<file path="config.mk">
export PLATFORM = sky130hd
export DESIGN_NAME = if_fetch_fsm_flat
export DESIGN_NICKNAME = d
export VERILOG_FILES = /design/src/rtl/if_fetch_fsm_pkg.sv /design/src/rtl/if_fetch_fsm_if.sv /design/src/rtl/if_fetch_fsm_mode_decode.sv /design/src/rtl/if_fetch_fsm.sv /design/src/flat_wrapper.sv
export SDC_FILE = /design/constraint.sdc
export NUM_CORES = 1
export LEC_CHECK = 0
export CAP_MARGIN = 40
export CORE_UTILIZATION = 60
export DETAILED_ROUTE_END_ITERATION = 8
export DONT_BUFFER_PORTS = 1
export GPL_TIMING_DRIVEN = 0
export PLACE_DENSITY = 0.87
export SLEW_MARGIN = 20
export SYNTH_ARGS = -nofsm -noshare
export SYNTH_HDL_FRONTEND = slang
export SYNTH_HIERARCHICAL = 1
export SYNTH_SLANG_ARGS = --single-unit
export TNS_END_PERCENT = 5
</file>
<file path="constraint.sdc">
create_clock -name clk -period 9.7 [get_ports clk]
set_input_delay 0.97 -clock clk [delete_from_list [all_inputs] [get_ports clk]]
set_output_delay 0.97 -clock clk [all_outputs]
set_load 0.005 [all_outputs]
</file>
<file path="src/rtl/if_fetch_fsm_pkg.sv">
// rtl/if_fetch_fsm_pkg.sv - shared types for the 6502 instruction fetch unit
package if_defs;

  typedef enum logic [3:0] {
    M_IMP, M_ACC, M_IMM, M_ZP, M_ZPX, M_ZPY, M_ABS,
    M_ABSX, M_ABSY, M_IND, M_INDX, M_INDY, M_REL
  } if_mode_e;

  typedef enum logic [2:0] {
    S_IDLE, S_FETCH_OP, S_FETCH_LO, S_FETCH_HI, S_PTR_LO, S_PTR_HI, S_RESOLVE
  } if_state_e;

  localparam logic [7:0] OP_JMP_IND = 8'h6C;

  function automatic logic [1:0] mode_len(input if_mode_e m);
    case (m)
      M_IMP, M_ACC:                   mode_len = 2'd1;
      M_ABS, M_ABSX, M_ABSY, M_IND:   mode_len = 2'd3;
      default:                        mode_len = 2'd2;
    endcase
  endfunction

endpackage

</file>
<file path="src/rtl/if_fetch_fsm_if.sv">
// rtl/if_fetch_fsm_if.sv - IF/IE handshake and read-only bus port of the fetch unit
interface if_fetch_fsm_if;
  logic        if_start;
  logic [15:0] pc_in;
  logic [7:0]  x;
  logic [7:0]  y;
  logic [7:0]  mem_data_in;
  logic [15:0] mem_addr;
  logic        mem_rd_active;
  logic        if_ready;
  logic [7:0]  opcode;
  logic [15:0] if_addr_out;
  logic [15:0] if_pc_next;
  logic        immediate_flag;
  logic        page_cross;
  logic        illegal_op;

  modport master (
    output if_start, pc_in, x, y, mem_data_in,
    input  mem_addr, mem_rd_active, if_ready, opcode, if_addr_out,
           if_pc_next, immediate_flag, page_cross, illegal_op
  );

  modport slave (
    input  if_start, pc_in, x, y, mem_data_in,
    output mem_addr, mem_rd_active, if_ready, opcode, if_addr_out,
           if_pc_next, immediate_flag, page_cross, illegal_op
  );
endinterface

</file>
<file path="src/rtl/if_fetch_fsm_mode_decode.sv">
// rtl/if_fetch_fsm_mode_decode.sv - opcode to addressing mode, length and illegal flag
module if_fetch_mode_decode
  import if_defs::*;
(
  input  logic [7:0] i_opcode,
  output if_mode_e   o_mode,
  output logic [1:0] o_len,
  output logic       o_illegal
);

  logic [2:0] w_aaa;
  logic [2:0] w_bbb;
  logic [1:0] w_cc;

  assign w_aaa = i_opcode[7:5];
  assign w_bbb = i_opcode[4:2];
  assign w_cc  = i_opcode[1:0];

  // Decoded along the aaa/bbb/cc opcode grid; holes in the grid are illegal.
  always_comb begin
    o_mode    = M_IMP;
    o_illegal = 1'b0;
    if (i_opcode == OP_JMP_IND) begin
      o_mode = M_IND;
    end else begin
      case (w_cc)
        2'b01: begin
          case (w_bbb)
            3'd0:    o_mode = M_INDX;
            3'd1:    o_mode = M_ZP;
            3'd2:    o_mode = M_IMM;
            3'd3:    o_mode = M_ABS;
            3'd4:    o_mode = M_INDY;
            3'd5:    o_mode = M_ZPX;
            3'd6:    o_mode = M_ABSY;
            default: o_mode = M_ABSX;
          endcase
          if (i_opcode == 8'h89) o_illegal = 1'b1;
        end
        2'b10: begin
          case (w_bbb)
            3'd0: begin
              if (w_aaa == 3'd5) o_mode = M_IMM;
              else o_illegal = 1'b1;
            end
            3'd1: o_mode = M_ZP;
            3'd2: o_mode = (w_aaa < 3'd4) ? M_ACC : M_IMP;
            3'd3: o_mode = M_ABS;
            3'd4: o_illegal = 1'b1;
            3'd5: o_mode = (w_aaa == 3'd4 || w_aaa == 3'd5) ? M_ZPY : M_ZPX;
            3'd6: begin
              if (w_aaa != 3'd4 && w_aaa != 3'd5) o_illegal = 1'b1;
            end
            default: begin
              if (w_aaa == 3'd4) o_illegal = 1'b1;
              else if (w_aaa == 3'd5) o_mode = M_ABSY;
              else o_mode = M_ABSX;
            end
          endcase
        end
        2'b00: begin
          case (w_bbb)
            3'd0: begin
              if (w_aaa == 3'd1) o_mode = M_ABS;
              else if (w_aaa >= 3'd5) o_mode = M_IMM;
              else if (w_aaa == 3'd4) o_illegal = 1'b1;
            end
            3'd1: begin
              if (w_aaa == 3'd1 || w_aaa >= 3'd4) o_mode = M_ZP;
              else o_illegal = 1'b1;
            end
            3'd2: o_mode = M_IMP;
            3'd3: begin
              if (w_aaa == 3'd0) o_illegal = 1'b1;
              else o_mode = M_ABS;
            end
            3'd4: o_mode = M_REL;
            3'd5: begin
              if (w_aaa == 3'd4 || w_aaa == 3'd5) o_mode = M_ZPX;
              else o_illegal = 1'b1;
            end
            3'd6: o_mode = M_IMP;
            default: begin
              if (w_aaa == 3'd5) o_mode = M_ABSX;
              else o_illegal = 1'b1;
            end
          endcase
        end
        default: o_illegal = 1'b1;
      endcase
    end
    if (o_illegal) o_mode = M_IMP;
    o_len = mode_len(o_mode);
  end

endmodule

</file>
<file path="src/rtl/if_fetch_fsm.sv">
// rtl/if_fetch_fsm.sv - 6502 instruction fetch/address resolve FSM (IE responder side)
// Optional macro IF_JMP_IND_BUG_EN: JMP (ind) high pointer byte wraps within its page.
module if_fetch_fsm
  import if_defs::*;
(
  input  logic          clk,
  input  logic          rst,
  if_fetch_fsm_if.slave bus
);

  if_state_e   r_state;
  logic [1:0]  r_cnt;
  logic [15:0] r_pc;
  logic [7:0]  r_op;
  logic [7:0]  r_lo;
  logic [7:0]  r_hi;
  logic [7:0]  r_plo;
  logic [7:0]  r_phi;
  logic [15:0] r_mem_addr;
  logic        r_rd_active;
  logic        r_ready;
  logic [7:0]  r_opcode;
  logic [15:0] r_addr_out;
  logic [15:0] r_pc_next;
  logic        r_imm;
  logic        r_cross;
  logic        r_illegal;

  if_mode_e    w_mode;
  logic [1:0]  w_len;
  logic        w_illegal;
  logic        w_capture;
  logic        w_last;
  logic [7:0]  w_zpx;
  logic [7:0]  w_zpy;
  logic [7:0]  w_addr_lo_inc;
  logic [15:0] w_abs;
  logic [15:0] w_ptr;
  logic [15:0] w_absx;
  logic [15:0] w_absy;
  logic [15:0] w_ptry;
  logic [15:0] w_pc_next;
  logic [15:0] w_rel;
  logic [15:0] w_ptr_lo_addr;
  logic [15:0] w_ptr_hi_addr;
  logic [15:0] w_addr;
  logic        w_imm;
  logic        w_cross;

  if_fetch_mode_decode u_decode (
    .i_opcode  (r_op),
    .o_mode    (w_mode),
    .o_len     (w_len),
    .o_illegal (w_illegal)
  );

  // Bus data is sampled two edges after the address, the third cycle advances the FSM.
  assign w_capture     = (r_cnt == 2'd1);
  assign w_last        = (r_cnt == 2'd2);
  assign w_zpx         = r_lo + bus.x;
  assign w_zpy         = r_lo + bus.y;
  assign w_addr_lo_inc = r_mem_addr[7:0] + 8'd1;
  assign w_abs         = {r_hi, r_lo};
  assign w_ptr         = {r_phi, r_plo};
  assign w_absx        = w_abs + {8'h00, bus.x};
  assign w_absy        = w_abs + {8'h00, bus.y};
  assign w_ptry        = w_ptr + {8'h00, bus.y};
  assign w_pc_next     = r_pc + {14'd0, w_len};
  assign w_rel         = w_pc_next + {{8{r_lo[7]}}, r_lo};

  always_comb begin
    w_ptr_lo_addr = w_abs;
    if (w_mode == M_INDX) w_ptr_lo_addr = {8'h00, w_zpx};
    else if (w_mode == M_INDY) w_ptr_lo_addr = {8'h00, r_lo};
  end

  // Zero-page pointers always wrap in page 0; only JMP (ind) may carry.
`ifdef IF_JMP_IND_BUG_EN
  assign w_ptr_hi_addr = {r_mem_addr[15:8], w_addr_lo_inc};
`else
  assign w_ptr_hi_addr = (w_mode == M_IND) ? (r_mem_addr + 16'd1)
                                           : {r_mem_addr[15:8], w_addr_lo_inc};
`endif

  always_comb begin
    w_addr  = 16'h0000;
    w_imm   = 1'b0;
    w_cross = 1'b0;
    case (w_mode)
      M_IMM: begin
        w_addr = {8'h00, r_lo};
        w_imm  = 1'b1;
      end
      M_ZP:  w_addr = {8'h00, r_lo};
      M_ZPX: w_addr = {8'h00, w_zpx};
      M_ZPY: w_addr = {8'h00, w_zpy};
      M_ABS: w_addr = w_abs;
      M_ABSX: begin
        w_addr  = w_absx;
        w_cross = (w_absx[15:8] != r_hi);
      end
      M_ABSY: begin
        w_addr  = w_absy;
        w_cross = (w_absy[15:8] != r_hi);
      end
      M_REL: begin
        w_addr  = w_rel;
        w_cross = (w_rel[15:8] != w_pc_next[15:8]);
      end
      M_IND, M_INDX: w_addr = w_ptr;
      M_INDY: begin
        w_addr  = w_ptry;
        w_cross = (w_ptry[15:8] != r_phi);
      end
      default: w_addr = 16'h0000;
    endcase
  end

  always_ff @(posedge clk or negedge rst) begin
    if (!rst) begin
      r_state     <= S_IDLE;
      r_cnt       <= 2'd0;
      r_pc        <= 16'h0000;
      r_op        <= 8'h00;
      r_lo        <= 8'h00;
      r_hi        <= 8'h00;
      r_plo       <= 8'h00;
      r_phi       <= 8'h00;
      r_mem_addr  <= 16'h0000;
      r_rd_active <= 1'b0;
      r_ready     <= 1'b0;
      r_opcode    <= 8'h00;
      r_addr_out  <= 16'h0000;
      r_pc_next   <= 16'h0000;
      r_imm       <= 1'b0;
      r_cross     <= 1'b0;
      r_illegal   <= 1'b0;
    end else begin
      if (r_state != S_IDLE && r_state != S_RESOLVE)
        r_cnt <= w_last ? 2'd0 : r_cnt + 2'd1;
      case (r_state)
        S_IDLE: begin
          if (bus.if_start) begin
            r_pc        <= bus.pc_in;
            r_mem_addr  <= bus.pc_in;
            r_rd_active <= 1'b1;
            r_ready     <= 1'b0;
            r_state     <= S_FETCH_OP;
          end
        end
        S_FETCH_OP: begin
          if (w_capture) r_op <= bus.mem_data_in;
          if (w_last) begin
            if (w_len == 2'd1) begin
              r_rd_active <= 1'b0;
              r_state     <= S_RESOLVE;
            end else begin
              r_mem_addr <= r_pc + 16'd1;
              r_state    <= S_FETCH_LO;
            end
          end
        end
        S_FETCH_LO: begin
          if (w_capture) r_lo <= bus.mem_data_in;
          if (w_last) begin
            if (w_len == 2'd3) begin
              r_mem_addr <= r_pc + 16'd2;
              r_state    <= S_FETCH_HI;
            end else if (w_mode == M_INDX || w_mode == M_INDY) begin
              r_mem_addr <= w_ptr_lo_addr;
              r_state    <= S_PTR_LO;
            end else begin
              r_rd_active <= 1'b0;
              r_state     <= S_RESOLVE;
            end
          end
        end
        S_FETCH_HI: begin
          if (w_capture) r_hi <= bus.mem_data_in;
          if (w_last) begin
            if (w_mode == M_IND) begin
              r_mem_addr <= w_ptr_lo_addr;
              r_state    <= S_PTR_LO;
            end else begin
              r_rd_active <= 1'b0;
              r_state     <= S_RESOLVE;
            end
          end
        end
        S_PTR_LO: begin
          if (w_capture) r_plo <= bus.mem_data_in;
          if (w_last) begin
            r_mem_addr <= w_ptr_hi_addr;
            r_state    <= S_PTR_HI;
          end
        end
        S_PTR_HI: begin
          if (w_capture) r_phi <= bus.mem_data_in;
          if (w_last) begin
            r_rd_active <= 1'b0;
            r_state     <= S_RESOLVE;
          end
        end
        S_RESOLVE: begin
          r_ready    <= 1'b1;
          r_opcode   <= r_op;
          r_addr_out <= w_addr;
          r_pc_next  <= w_pc_next;
          r_imm      <= w_imm;
          r_cross    <= w_cross;
          r_illegal  <= w_illegal;
          r_state    <= S_IDLE;
        end
        default: r_state <= S_IDLE;
      endcase
    end
  end

  assign bus.mem_addr       = r_mem_addr;
  assign bus.mem_rd_active  = r_rd_active;
  assign bus.if_ready       = r_ready;
  assign bus.opcode         = r_opcode;
  assign bus.if_addr_out    = r_addr_out;
  assign bus.if_pc_next     = r_pc_next;
  assign bus.immediate_flag = r_imm;
  assign bus.page_cross     = r_cross;
  assign bus.illegal_op     = r_illegal;

endmodule
</file>
<file path="src/flat_wrapper.sv">
// flat-port wrapper written by rule: the top's interface ports become plain ports
module if_fetch_fsm_flat import if_defs::*;
  (clk, rst, bus_if_start, bus_pc_in, bus_x, bus_y, bus_mem_data_in, bus_mem_addr, bus_mem_rd_active, bus_if_ready, bus_opcode, bus_if_addr_out, bus_if_pc_next, bus_immediate_flag, bus_page_cross, bus_illegal_op);
  if_fetch_fsm_if bus_i ();
  input  logic clk;
  input  logic rst;
  input wire logic [$bits(bus_i.if_start)-1:0] bus_if_start;
  input wire logic [$bits(bus_i.pc_in)-1:0] bus_pc_in;
  input wire logic [$bits(bus_i.x)-1:0] bus_x;
  input wire logic [$bits(bus_i.y)-1:0] bus_y;
  input wire logic [$bits(bus_i.mem_data_in)-1:0] bus_mem_data_in;
  output wire logic [$bits(bus_i.mem_addr)-1:0] bus_mem_addr;
  output wire logic [$bits(bus_i.mem_rd_active)-1:0] bus_mem_rd_active;
  output wire logic [$bits(bus_i.if_ready)-1:0] bus_if_ready;
  output wire logic [$bits(bus_i.opcode)-1:0] bus_opcode;
  output wire logic [$bits(bus_i.if_addr_out)-1:0] bus_if_addr_out;
  output wire logic [$bits(bus_i.if_pc_next)-1:0] bus_if_pc_next;
  output wire logic [$bits(bus_i.immediate_flag)-1:0] bus_immediate_flag;
  output wire logic [$bits(bus_i.page_cross)-1:0] bus_page_cross;
  output wire logic [$bits(bus_i.illegal_op)-1:0] bus_illegal_op;
  assign bus_i.if_start = bus_if_start;
  assign bus_i.pc_in = bus_pc_in;
  assign bus_i.x = bus_x;
  assign bus_i.y = bus_y;
  assign bus_i.mem_data_in = bus_mem_data_in;
  assign bus_mem_addr = bus_i.mem_addr;
  assign bus_mem_rd_active = bus_i.mem_rd_active;
  assign bus_if_ready = bus_i.if_ready;
  assign bus_opcode = bus_i.opcode;
  assign bus_if_addr_out = bus_i.if_addr_out;
  assign bus_if_pc_next = bus_i.if_pc_next;
  assign bus_immediate_flag = bus_i.immediate_flag;
  assign bus_page_cross = bus_i.page_cross;
  assign bus_illegal_op = bus_i.illegal_op;
  if_fetch_fsm u_core (.clk(clk), .rst(rst), .bus(bus_i));
endmodule
</file>
* Word level (Yosys, flattened, before mapping) *
Cells that the tools add are included.
W data, S select, Z words.

operators by class
  div/mod/pow operators = 0
  multipliers = 0
  reductions and logical operators = 33
  $add $sub $neg = 12
  shift operators = 0
  equal/unequal tests = 56
  order comparisons = 3
  mux-type cells = 71
  bitwise gates (word level) = 0

operators by type and width
  kind                     number
  $mux W16                 12
  $pmux W16 S9             1
  $pmux W16 S5             1
  $add A16 B8 Y16          3
  $pmux W4 S6              2
  $mux W3                  12
  $add A16 B1 Y16 const B  2
  $ne A8 B8 Y1             4
  $pmux W4 S7              1
  $eq A3 B3 Y1 const B     8
  $mux W1                  23
  $eq A4 B4 Y1 const B     5
  $reduce_and A10 Y1       2
  $pmux W3 S6              1
  $add A16 B16 Y16         1
  $add A16 B2 Y16          1
  $add A16 B2 Y16 const B  1
  $add A8 B8 Y8            2
  $eq A4 B3 Y1 const B     4
  $mux W4                  4
  $ne A2 B1 Y1 const B     8
  $reduce_and A2 Y1        7
  $eq A3 B2 Y1 const B     4
  $mux W2                  6
  33 further kinds         60

storage, ports and cells
  logic and storage cells = 193
  input port bits = 43
  output and inout bits = 61
  bits in read-only memories = 0
  bits in latches = 0
  memories kept = 0
  register bits after elaboration = 122
  bits in writable memories = 0

* Longest topological paths before layout *
  word-level depth = 15
  gate-level depth with buffers = 22
  depth with buffers taken out = 21

* By module *
The synthesis kept the hierarchy.

by module, submodules not included
  module                sequential area each (um^2)  times used  cells each  area each (um^2)
  if_fetch_fsm          3052.9                       1           1020        9126.3
  if_fetch_mode_decode  0.0                          1           88          608.1

* Worst setup path before layout *
No wires, ideal clock.

  path type = reg-to-reg
  start point = register u_core.r_op[3]
  end point = register u_core.r_cross, in the netlist u_core/bus.page_cross
  stages on the path, launching flop included = 23
  arrival = 4.427 ns
  period minus slack after synthesis = 4.560 ns
  required time = 9.567 ns
  buffers on the path = 2
  setup slack = 5.140 ns
  setup time = 0.133 ns
  path through = dfrtp_1 > buf_6 > inv_2 > a2bb2oi_1 > o21a_1 > a31oi_4 > o311ai_4 > mux2_4 > ha_1 > fa_1 > clkbuf_1 > nand2_1 > xor2_1 > inv_1 > ha_1 > and3_4 > and3_4 > a2111oi_4 > o31ai_1 > a21oi_2 > xnor3_1 > nor3b_2 > a21oi_1

on the way
  longest elaborated chain between the ends = 13
  elaborated cells on any way between the ends = 39
  those cells by class = add/sub (2); eq/ne (16); mux (13); reduce/logical (8)

ends and longest elaborated chain
  what                                                             line                                                                                            RTL
  from (decl)                                                      if_fetch_fsm.sv:14                                                                              logic [7:0] r_op;
  from (signal assigned)                                           if_fetch_fsm.sv:152                                                                             if (w_capture) r_op <= bus.mem_data_in;
  $eq A3 B3 Y1, or another cell as far along                       if_fetch_fsm_mode_decode.sv:28, if_fetch_fsm_mode_decode.sv:41, if_fetch_fsm_mode_decode.sv:62
  $reduce_or A4 Y1 (no source line), or another cell as far along  n/a
  $pmux W1 S4, or another cell as far along                        if_fetch_fsm_mode_decode.sv:41                                                                  case (w_bbb)
  $pmux W1 S3 / $pmux W4 S3 (equally long branches)                if_fetch_fsm_mode_decode.sv:26                                                                  case (w_cc)
  $mux W1 / $mux W4 (equally long branches)                        if_fetch_fsm_mode_decode.sv:23                                                                  if (i_opcode == OP_JMP_IND) begin
  $mux W4 (*)                                                      if_fetch_fsm_mode_decode.sv:92                                                                  if (o_illegal) o_mode = M_IMP;
  $eq A4 B3 Y1, or another cell as far along                       if_fetch_fsm_pkg.sv:16                                                                          case (m)
  $reduce_or A4 Y1 / $reduce_or A2 Y1 (equally long branches)      if_fetch_fsm_pkg.sv:16
  $pmux W2 S2 (*)                                                  if_fetch_fsm_pkg.sv:16
  via u_core.w_len[0]                                              if_fetch_fsm.sv:30                                                                              logic [1:0] w_len;
  $add A16 B2 Y16 (*)                                              if_fetch_fsm.sv:68                                                                              assign w_pc_next = r_pc + {14'd0, w_len};
  via u_core.w_pc_next[8]                                          if_fetch_fsm.sv:42                                                                              logic [15:0] w_pc_next;
  $add A16 B16 Y16                                                 if_fetch_fsm.sv:69                                                                              assign w_rel = w_pc_next + {{8{r_lo[7]}}, r_lo};
  $ne A8 B8 Y1 (*)                                                 if_fetch_fsm.sv:108                                                                             w_cross = (w_rel[15:8] != w_pc_next[15:8]);
  $pmux W1 S4 (*)                                                  if_fetch_fsm.sv:89                                                                              case (w_mode)
  to (signal assigned)                                             if_fetch_fsm.sv:210                                                                             r_cross <= w_cross;
  to (decl)                                                        if_fetch_fsm.sv:26                                                                              logic r_cross;

Mark *: on every way through the listed nets, which the timed path passes. The rest lies on a longest branch.
A chain may end at the register's enable or synchronous reset.

* Final worst setup path *
  start point = register u_core.r_op[6]
  end point = register u_core.r_cross, in the netlist u_core/bus.page_cross

on the way
  longest elaborated chain between the ends = 15
  elaborated cells on any way between the ends = 58
  those cells by class = add/sub (2); order compare (3); eq/ne (15); mux (31); reduce/logical (7)

ends and longest elaborated chain
  what                                                                  line
  parallel branches: the longest is 7 deep, another holds $ge A3 B3 Y1  n/a
  $mux W4 (*)                                                           if_fetch_fsm_mode_decode.sv:92
  $eq A4 B3 Y1, or another cell as far along                            if_fetch_fsm_pkg.sv:16
  $reduce_or A4 Y1 / $reduce_or A2 Y1 (equally long branches)           if_fetch_fsm_pkg.sv:16
  $pmux W2 S2 (*)                                                       if_fetch_fsm_pkg.sv:16
  via u_core.w_len[1]                                                   if_fetch_fsm.sv:30
  $add A16 B2 Y16 (*)                                                   if_fetch_fsm.sv:68
  via u_core.w_pc_next[8]                                               if_fetch_fsm.sv:42
  $add A16 B16 Y16                                                      if_fetch_fsm.sv:69
  $ne A8 B8 Y1 (*)                                                      if_fetch_fsm.sv:108
  $pmux W1 S4 (*)                                                       if_fetch_fsm.sv:89

Mark *: on every way through the listed nets, which the timed path passes.

==> qor.txt <==
Synth Net Count: 1201
Dpl cells: 1326
Vias in the first global route: 8794
Top cells by area, synth: dfrtp_1, mux2_2, ha_1
Starting Density: 0.613
Die width: 129 microns
Critical path data required time: 9.99 ns
Complex-gate fraction of the synthesized area: 0.240
Final min period: 5.73 ns
Vias per cell: 6.87
Post-synthesis register bit count: 122
Post-synthesis sequential area ratio: 0.314
Total die area: 16700 sq um
Post-Synth Simple-Gate Area: 0.199
Main flop type after synthesis: dfrtp_1
WP data arrival: 6.02 ns
Clock root buffer: clkbuf_16
Syn_area_per_cell: 8.79 sq um
Post-cts gate resize count: 0
CTS tree: built
Crit path capture type: flop
Final worst path period share: 0.591
Worst-Margin Slew: 0.884 ns
Area Overhead vs Synth: 8.84%
Largest net degree at the start of global routing: 123
Port Buffers: 0
Residual DRC: 0
Global-route wire length before repair: 47200 microns
DR WL/cell: 22.5 microns
Synth area leader: dfrtp_1
Initial antenna violation count: 0
Rows: 46
Status: finished clean
Setup tns final: 0 ns
WL final: 30500 microns
Crit path launch type: flop
CP max stage delay: 0.72 ns
DRT iter0 DRCs: 1266
Final Hold Fails: 0
ANT cells: 0
FFs w/ async S/R, synth: 1.00
Rel. slew slack: 0.407
Num ports: 104
# fillers: 1294
Worst hold-check path type: input port to async pin
Final Max Slew Viols: 0
Antenna Violating Nets Remaining: 0
Total grt overflow: 0
Unique cell type count in the Yosys netlist: 104
Nets: 1222
Layout Cells excl Fill: 1358
Die height: 129 microns
Hold slack: 0.226 ns
Yosys warns: 6
Commonest non-fill, non-tap cells in the layout: nand2_1, dfrtp_1, o21ai_0, nor2_1, a21oi_1
Total CTS buffers: 17
Routed vias: 9336
Main combinational cell family by area after synthesis: compound AO/OA/AOI/OAI gates
Clock-pin slew on the worst setup and hold paths: 0.06 ns
Critical-path top delay cell: o311ai_0
Drt pass-1 iters: 7
Max-Cap Viols: 0
Unrepaired setup endpoints after global routing: false
Clock skew: 0.0110 ns
Sink Count: 122
Hold Buf Count CTS: 0
Cell Area, Synth: 9730 sq um
Post-synthesis mux area share: 0.0788
Syn Inst Count: 1108
GRT Overall Usage: 0.373
Clk buf depth: 2
Area share of the largest cell type after synthesis: 0.314
Fraction of layout cells with a size suffix above 1: 0.151
Post-Synth Adder-Cell Area: 0.0693
Final setup violation count: 0
GP Congestion: 1.01
Critical-path cell list: buf_6 -> or2_4 -> nor4_2 -> a21oi_1 -> o311ai_4 -> nand3_1 -> fa_1 -> clkbuf_1 -> nand2_1 -> xor2_1 -> inv_1 -> ha_1 -> and3_4 -> nand3_1 -> a21oi_2 -> nor2_1 -> o311ai_0 -> xnor2_1 -> nor4b_1 -> a21oi_1
XOR/XNOR share of the synthesized area: 0.0593
Commonest non-fill, non-tap cell in the layout: nand2_1
EDFF count, synth: 0
CP Class: flop to flop
Post-CTS setup buffers: 0
Max Clock Freq: 175 MHz
CORE AREA: 15900 sq um
Final HPWL DP: 22400 microns
CTS H-tree lvls: 4
Crit Path Max Fanout: 10
Worst-skew pair later-pin latency: 0.44 ns
final cells by class:
cell class | count | area [sq um] | area share
multi-input cells | 906 | 6300 | 0.595
flip-flops and latches | 122 | 3050 | 0.288
clock buffers | 17 | 425 | 0.0402
plain buffers | 49 | 272 | 0.0256
well taps | 216 | 270 | 0.0255
clock inverters | 15 | 143 | 0.0135
inverters | 31 | 116 | 0.0110
repair buffers | 2 | 12.5 | 0.00118
registers in the layout (all words and copies together) (netlist names), 8 cells and up:
signal and cells:
u_core/r_plo 8, u_core/r_phi 8, u_core/r_lo 8, u_core/bus.if_pc_next 16, u_core/bus.mem_addr 16, u_core/r_pc 16
u_core/r_hi 8, u_core/r_op 8, u_core/bus.opcode 8, u_core/bus.if_addr_out 16
logic make-up after synthesis:
logic type | after synthesis
multiplexers | 69
XOR/XNOR | 61
AO/OA/AOI/OAI | 343
flip-flops | 122
AND/OR/NAND/NOR | 382
buffers and inverters | 80
adder cells (fa/ha/maj) | 51
worst paths after layout:
| path | slack [ns] | endpoint | start | depth (start not counted) |
|---|---|---|---|---|
| setup / recovery | 3.97 | u_core/bus.page_cross | u_core/r_op[6] | 20 |
| hold / removal | 0.23 | u_core/bus.if_addr_out[7] | rst | 0 |
| setup reg to reg | 3.97 | u_core/bus.page_cross | u_core/r_op[6] | 20 |
| hold reg to reg | 0.50 | u_core/bus.if_addr_out[8] | u_core/bus.if_addr_out[8] | 1 |
| max in group asynchronous | 9.28 | u_core/r_pc[7] | rst | 0 |
| min in group clk | 0.50 | u_core/bus.if_addr_out[8] | u_core/bus.if_addr_out[8] | 1 |
through the flow:
stage               worst slack [ns]  area [sq um]   util
CTS                             4.05         10600  0.667
global placement                4.23         10000  0.630
floorplan                       5.14          9730      -
global route                    3.71         10600  0.667
detailed placement              4.13         10000  0.631
finish                          3.97         10600  0.667
worst max-delay path: cells and delay by family, from the launching register on:
kind | cells | cell delay (ns)
DFF | 1 | 0.42
adders and majority gates | 2 | 0.93
buffers and inverters | 3 | 0.49
and+or+nand+nor | 8 | 1.77
xor gates and xnor gates | 2 | 0.50
AOI/OAI and AO/OA | 5 | 1.47
cell usage after synthesis, types with 5 or more instances:
library cell and number:
buf_6 5, nand4_1 10, nor2b_1 10, mux2i_1 11
and2_1 6, o21ai_0 77, a211oi_1 18, o221ai_1 5
a22o_1 12, xor2_1 25, a21oi_2 5, mux2_2 57
a221oi_1 7, inv_1 27, nand2b_1 12, and3_4 5
a31oi_1 13, a222oi_1 8, o211ai_1 12, nor2_1 74
nand3_1 29, or3_1 11, a21o_1 17, nand2_1 140
ha_1 45, and3_1 13, o21ai_1 7, fa_1 5
xnor2_1 32, a21oi_1 72, dfrtp_1 122, nor3_1 20
or2_2 5, o21a_1 15, buf_2 10, a22oi_1 15
clkbuf_1 23, o31ai_1 7, o22ai_1 7
metal layers:
layer / wire length (microns) / track usage / vias to the layer above
li1: - / - / 4169
met1: 12400 / 0.486 / 4394
met2: 13400 / 0.571 / 643
met3: 3190 / 0.0929 / 130
met4: 1510 / 0.202 / 0
met5: 0 / 0 / -
Power is not shown: default switching activity piles up to over one toggle a cycle in this logic, so the estimate is an artifact.
